**config.mk**
```make
export PLATFORM = sky130hd
export DESIGN_NAME = des_round_ctrl
export DESIGN_NICKNAME = d
export VERILOG_FILES = /design/src/rtl/des_round_ctrl.sv
export SDC_FILE = /design/constraint.sdc
export NUM_CORES = 1
export LEC_CHECK = 0
export CORE_ASPECT_RATIO = 0.5
export CORE_MARGIN = 5
export CORE_UTILIZATION = 47
export CTS_CLUSTER_SIZE = 28
export DETAILED_ROUTE_END_ITERATION = 8
export HOLD_SLACK_MARGIN = 0.15
export PLACE_DENSITY_LB_ADDON = 0.12
export SKIP_CTS_REPAIR_TIMING = 1
export SYNTH_ARGS = -nofsm -noshare
export SYNTH_HDL_FRONTEND = slang
export SYNTH_SLANG_ARGS = --single-unit
```
**constraint.sdc**
```tcl
create_clock -name clk -period 4.91 [get_ports clk]
set_input_delay 0.7365 -clock clk [delete_from_list [all_inputs] [get_ports clk]]
set_output_delay 0.7365 -clock clk [all_outputs]
set_load 0.02 [all_outputs]
```
**src/rtl/des_round_ctrl.sv**
```systemverilog
// Iterative DES round controller: L/R and C/D state plus 16-round sequencing with valid/ready on both sides.
// Optional macro DES_ROUND_CTRL_DECRYPT_EN builds the decrypt (right-rotate) key path and honours mode.
module des_round_ctrl (
   input  logic        clk,
   input  logic        rst_n,
   input  logic        in_valid,
   output logic        in_ready,
   input  logic        mode,
   input  logic [63:0] data_in,
   input  logic [55:0] key_in,
   output logic [31:0] r_out,
   output logic [55:0] cd_out,
   input  logic [31:0] f_in,
   output logic [3:0]  round_idx,
   output logic        busy,
   output logic        out_valid,
   input  logic        out_ready,
   output logic [63:0] data_out
);

   typedef enum logic [1:0] {ST_IDLE, ST_ROUND, ST_DONE} state_t;

   state_t      r_state;
   state_t      w_state_next;
   logic [31:0] r_l;
   logic [31:0] r_r;
   logic [27:0] r_c;
   logic [27:0] r_d;
   logic [3:0]  r_round;
   logic        w_last;
   logic [1:0]  w_amt_enc;
   logic [27:0] w_c_load;
   logic [27:0] w_d_load;
   logic [27:0] w_c_step;
   logic [27:0] w_d_step;

   // DES shift schedule: one-bit rotations in rounds 1, 2, 9 and 16, two bits elsewhere.
   function automatic logic [1:0] shift_of(input logic [4:0] k);
      case (k)
         5'd1, 5'd2, 5'd9, 5'd16: shift_of = 2'd1;
         default:                 shift_of = 2'd2;
      endcase
   endfunction

   function automatic logic [27:0] rotl28(input logic [27:0] x, input logic [1:0] n);
      case (n)
         2'd1:    rotl28 = {x[26:0], x[27]};
         2'd2:    rotl28 = {x[25:0], x[27:26]};
         default: rotl28 = x;
      endcase
   endfunction

   assign w_last    = (r_round == 4'd15);
   assign w_amt_enc = w_last ? 2'd0 : shift_of(5'(r_round) + 5'd2);

`ifdef DES_ROUND_CTRL_DECRYPT_EN
   logic       r_mode;
   logic [1:0] w_amt_dec;

   function automatic logic [27:0] rotr28(input logic [27:0] x, input logic [1:0] n);
      case (n)
         2'd1:    rotr28 = {x[0], x[27:1]};
         2'd2:    rotr28 = {x[1:0], x[27:2]};
         default: rotr28 = x;
      endcase
   endfunction

   // Decrypt walks the schedule backwards: C0/D0 already equal C16/D16.
   assign w_amt_dec = w_last ? 2'd0 : shift_of(5'd16 - 5'(r_round));
   assign w_c_load  = mode ? key_in[55:28] : rotl28(key_in[55:28], 2'd1);
   assign w_d_load  = mode ? key_in[27:0]  : rotl28(key_in[27:0], 2'd1);
   assign w_c_step  = r_mode ? rotr28(r_c, w_amt_dec) : rotl28(r_c, w_amt_enc);
   assign w_d_step  = r_mode ? rotr28(r_d, w_amt_dec) : rotl28(r_d, w_amt_enc);

   always_ff @(posedge clk or negedge rst_n) begin
      if (!rst_n)
         r_mode <= 1'b0;
      else if (r_state == ST_IDLE && in_valid)
         r_mode <= mode;
   end
`else
   logic w_unused_mode;

   assign w_unused_mode = mode;
   assign w_c_load      = rotl28(key_in[55:28], 2'd1);
   assign w_d_load      = rotl28(key_in[27:0], 2'd1);
   assign w_c_step      = rotl28(r_c, w_amt_enc);
   assign w_d_step      = rotl28(r_d, w_amt_enc);
`endif

   always_ff @(posedge clk or negedge rst_n) begin
      if (!rst_n)
         r_state <= ST_IDLE;
      else
         r_state <= w_state_next;
   end

   always_comb begin
      w_state_next = r_state;
      in_ready     = 1'b0;
      busy         = 1'b0;
      out_valid    = 1'b0;
      case (r_state)
         ST_IDLE: begin
            in_ready = 1'b1;
            if (in_valid)
               w_state_next = ST_ROUND;
         end
         ST_ROUND: begin
            busy = 1'b1;
            if (w_last)
               w_state_next = ST_DONE;
         end
         ST_DONE: begin
            out_valid = 1'b1;
            if (out_ready)
               w_state_next = ST_IDLE;
         end
         default: w_state_next = ST_IDLE;
      endcase
   end

   // Registers hold in DONE and in IDLE without a request.
   always_ff @(posedge clk or negedge rst_n) begin
      if (!rst_n) begin
         r_l     <= '0;
         r_r     <= '0;
         r_c     <= '0;
         r_d     <= '0;
         r_round <= '0;
      end else begin
         case (r_state)
            ST_IDLE: begin
               if (in_valid) begin
                  r_l     <= data_in[63:32];
                  r_r     <= data_in[31:0];
                  r_c     <= w_c_load;
                  r_d     <= w_d_load;
                  r_round <= 4'd0;
               end
            end
            ST_ROUND: begin
               r_l     <= r_r;
               r_r     <= r_l ^ f_in;
               r_c     <= w_c_step;
               r_d     <= w_d_step;
               r_round <= r_round + 4'd1;
            end
            default: ;
         endcase
      end
   end

   assign r_out     = r_r;
   assign cd_out    = {r_c, r_d};
   assign round_idx = r_round;
   assign data_out  = {r_r, r_l};

endmodule

```
==> metrics.log <==
[metrics] final global-route overflow total: 0
[metrics] number of global-route vias before repair: 6,781
[metrics] time the final worst path needs with I/O delays and setup: approximately 3500 ps
[metrics] total track usage: 0.2408
[metrics] DR iter-0 viols: approximately 330
[metrics] # setup viols final: 0
[metrics] headroom to the max-slew limit: 0.2472
[metrics] Inst Count DP: around 1,200
[metrics] Worst Skew: 9.798 ps
[metrics] Layout Area Growth over Synthesis: 46.09%
[metrics] largest vdd supply drop: 0.4572 mV
[metrics] endpoint class of the critical path: primary output
[metrics] final count of pins violating max slew: 0
[metrics] gpl congestion: 0.8156
[metrics] number of primary I/O pins: between 300 and 400
[metrics] Post-DP HPWL: 15,620 µm
[metrics] period utilisation layout: 0.7152
[metrics] power density over cell area: 803.1 mW/mm²
[metrics] Critical Setup Path Class: register to primary output
[metrics] total CTS buffers: 17
[metrics] detailed-route vias per instance: 5.320
[metrics] # port buffers: between 300 and 400
[metrics] Die Span Y: between 100 and 150 µm
[metrics] worst endpoint required time: around 4200 ps
[metrics] cells after synthesis: 771
[metrics] endpoints failing hold: 0
[metrics] count of vias placed by the detailed router: 6,639
[metrics] synthesized flop and latch total: ~130
[metrics] Metal-1 WL: between 9000 and 10,000 µm
[metrics] number of flops mapped to enable cells by yosys: 0
[metrics] Leakage Power: 4.693 nW
[metrics] clock latency of the later-clocked register in the worst-skew pair: 400 ps
[metrics] 1st-pass router iterations: 4
[metrics] setup repair after global routing missed its margin: no
[metrics] core region area: 0.01566 mm²
[metrics] Post-Syn Nets: 932
[metrics] area of the die: 0.01900 mm²
[metrics] Placement Rows: 32
[metrics] number of cells in the finished layout apart from fillers: ~1,200
[metrics] highest achievable clock rate: about 280 MHz
[metrics] fin nets: roughly 1,200
[metrics] starting density of the core: 0.4864
[metrics] async set-reset flop share out of synthesis: 1.000
[metrics] per-cell routed wire length: between 15 and 20 µm
[metrics] max-cap violations: 0
[metrics] cell area after synthesis: 0.007615 mm²
[metrics] # DRC: 0
[metrics] Synth cell types: 36
[metrics] number of antenna violations at the first check in global routing: 0
[metrics] CTS H-Tree Depth: 4
[metrics] result of the run: finished clean
[metrics] Post-Route Utilization: 0.7106
[metrics] sequential element share of the synthesized area: 0.4141
[metrics] largest net degree at the start of global routing: 113
[metrics] post-CTS clock slew at the launch and capture registers of the worst setup and hold paths: 60 ps
[metrics] ANT nets after route: 0
[metrics] share of cells above drive strength 1: 0.09153
[metrics] routed wl met3: 1855 µm
[metrics] die width: 190.0 µm
[metrics] slew at the pin closest to its max-slew limit: 1129 ps
[metrics] Clock Tree Root: clkbuf_16
[metrics] Post-Synthesis Mean Instance Area: between 9 and 10 µm²
[metrics] number of warnings reported in the yosys synthesis log: 0
[metrics] minimum hold slack: 442.2 ps
[metrics] area of all placed cells without fillers: 0.01112 mm²
[metrics] total met2 wirelength after detailed routing: 11,510 µm
[metrics] Post-Place Cell Area: 0.01047 mm²
[metrics] Antenna Cells: 0
[metrics] highest net fanout along the worst path: 57
[metrics] Post-Route WL: 23,350 µm
[metrics] CTS tree: yes
[metrics] highest routed metal layer: met4
[metrics] Longest Clk Path Bufs: 2
[metrics] path category of the worst min-delay check: input port to asynchronous set/reset pin
[metrics] Critical Path Source Type: register
[metrics] TritonCTS Sinks: 126
[metrics] Critical Path AT: around 2800 ps
[metrics] primary flip-flop cell chosen by synthesis mapping: dfrtp_1
[metrics] first-pass GRT wire length: 37,100 µm
[metrics] Setup TNS: 0 ps
-- layout make-up --
cell class / count / area (µm²)
Fill cell: 1194 / 4531
Multi-Input combinational cell: 540 / 3797
Timing Repair Buffer: 325 / 3227
Sequential cell: 126 / 3153
Clock buffer: 18 / 439.2
Tap cell: 221 / 276.5
Clock inverter: 13 / 212.7
Inverter: 5 / 18.77
-- worst max-delay path, cell delays in order, from the launching register on --
cell and delay, ps:
dfrtp_1 360, buf_4 250, nand2b_2 240, inv_2 690
clkdlybuf4s50_1 770
-- flip-flops by register name (all words and copies together), names as in the netlist --
| signal | count |
|---|---|
| r_l | 32 |
| r_out | 32 |
| r_c | 28 |
| r_d | 28 |
| round_idx | 4 |
| r_state | 2 |
-- stage by stage --
step                      setup slack (ps)  power (W)
after floorplan                       2860   0.005829
after global placement                1627   0.007441
after detailed placement              1549   0.007575
after CTS                             1374   0.009012
after global routing                  1257   0.009540
final                                 1398   0.008934
-- layout by cell type (no fill, tap or decap), types with 3 or more instances in the layout --
cell type	count
a211oi_2	40
inv_1	4
o21ai_0	67
a211oi_1	16
nor4_1	56
or2b_1	14
xor2_1	32
clkinvlp_4	3
mux2i_1	89
buf_4	11
ha_1	4
bufinv_16	5
a22oi_1	31
dfrtp_1	126
clkbuf_16	17
nor2_1	58
clkdlybuf4s50_1	313
nand2b_1	43
nand2_1	68
-- power by group --
part / internal, W / switching, W / leakage (nW) / total [W]
Sequential: 0.00161 / 0.000575 / 1.43 / 0.00219
Combinational: 0.00242 / 0.00293 / 2.95 / 0.00535
Clock: 0.000916 / 0.000480 / 0.309 / 0.00140
-- cells in the mapped netlist (all sizes together) (2+ instances only) --
| cell | n | area share |
|---|---|---|
| or2b | 14 | 0.014 |
| dfrtp | 126 | 0.41 |
| nand2 | 69 | 0.034 |
| nor4 | 56 | 0.046 |
| nand2b | 44 | 0.036 |
| nand3 | 3 | 0.0026 |
| clkbuf | 30 | 0.015 |
| mux2i | 89 | 0.12 |
| inv | 5 | 0.0025 |
| buf | 70 | 0.074 |
| a21oi | 2 | 0.0013 |
| nor2b | 4 | 0.0036 |
| ha | 4 | 0.0066 |
| a211oi | 57 | 0.083 |
| nor2 | 59 | 0.029 |
| o21ai | 67 | 0.044 |
| a22oi | 31 | 0.031 |
| xor2 | 32 | 0.037 |
-- logic make-up (layout without fill, tap and decap cells) --
logic type | Yosys count | in the layout | synth area share
AND/OR/NAND/NOR | 253 | 253 | 0.1692
AO/OA/AOI/OAI | 162 | 162 | 0.1646
flip-flops | 126 | 126 | 0.4141
buffers and inverters | 105 | 361 | 0.09168
multiplexers | 89 | 89 | 0.1170
XOR/XNOR | 32 | 32 | 0.03681
adder cells (fa/ha/maj) | 4 | 4 | 0.006573
-- per-layer routing --
layer  track usage  vias up
met5             0        -
met4       0.05556        0
met3       0.08200       23
met2        0.4040      229
met1        0.3046     3190
li1              -     3197
-- path summary, 6_finish.rpt --
| kind | start | to | slack (ps) | cells after the start |
|---|---|---|---|---|
| setup reg to reg | round_idx[1]$_DFFE_PN0P_ | r_d[9]$_DFFE_PN0P_ | 1530 | 8 |
| hold reg to reg | r_l[25]$_DFFE_PN0P_ | r_l[25]$_DFFE_PN0P_ | 520 | 2 |
| min in group clk | r_l[25]$_DFFE_PN0P_ | r_l[25]$_DFFE_PN0P_ | 520 | 2 |
| max in group asynchronous | rst_n | round_idx[1]$_DFFE_PN0P_ | 3540 | 2 |
| setup / recovery | r_state[1]$_DFFE_PN0P_ | busy | 1400 | 4 |
| hold / removal | rst_n | r_out[11]$_DFFE_PN0P_ | 440 | 1 |
Power figures use the tool's default switching activity.
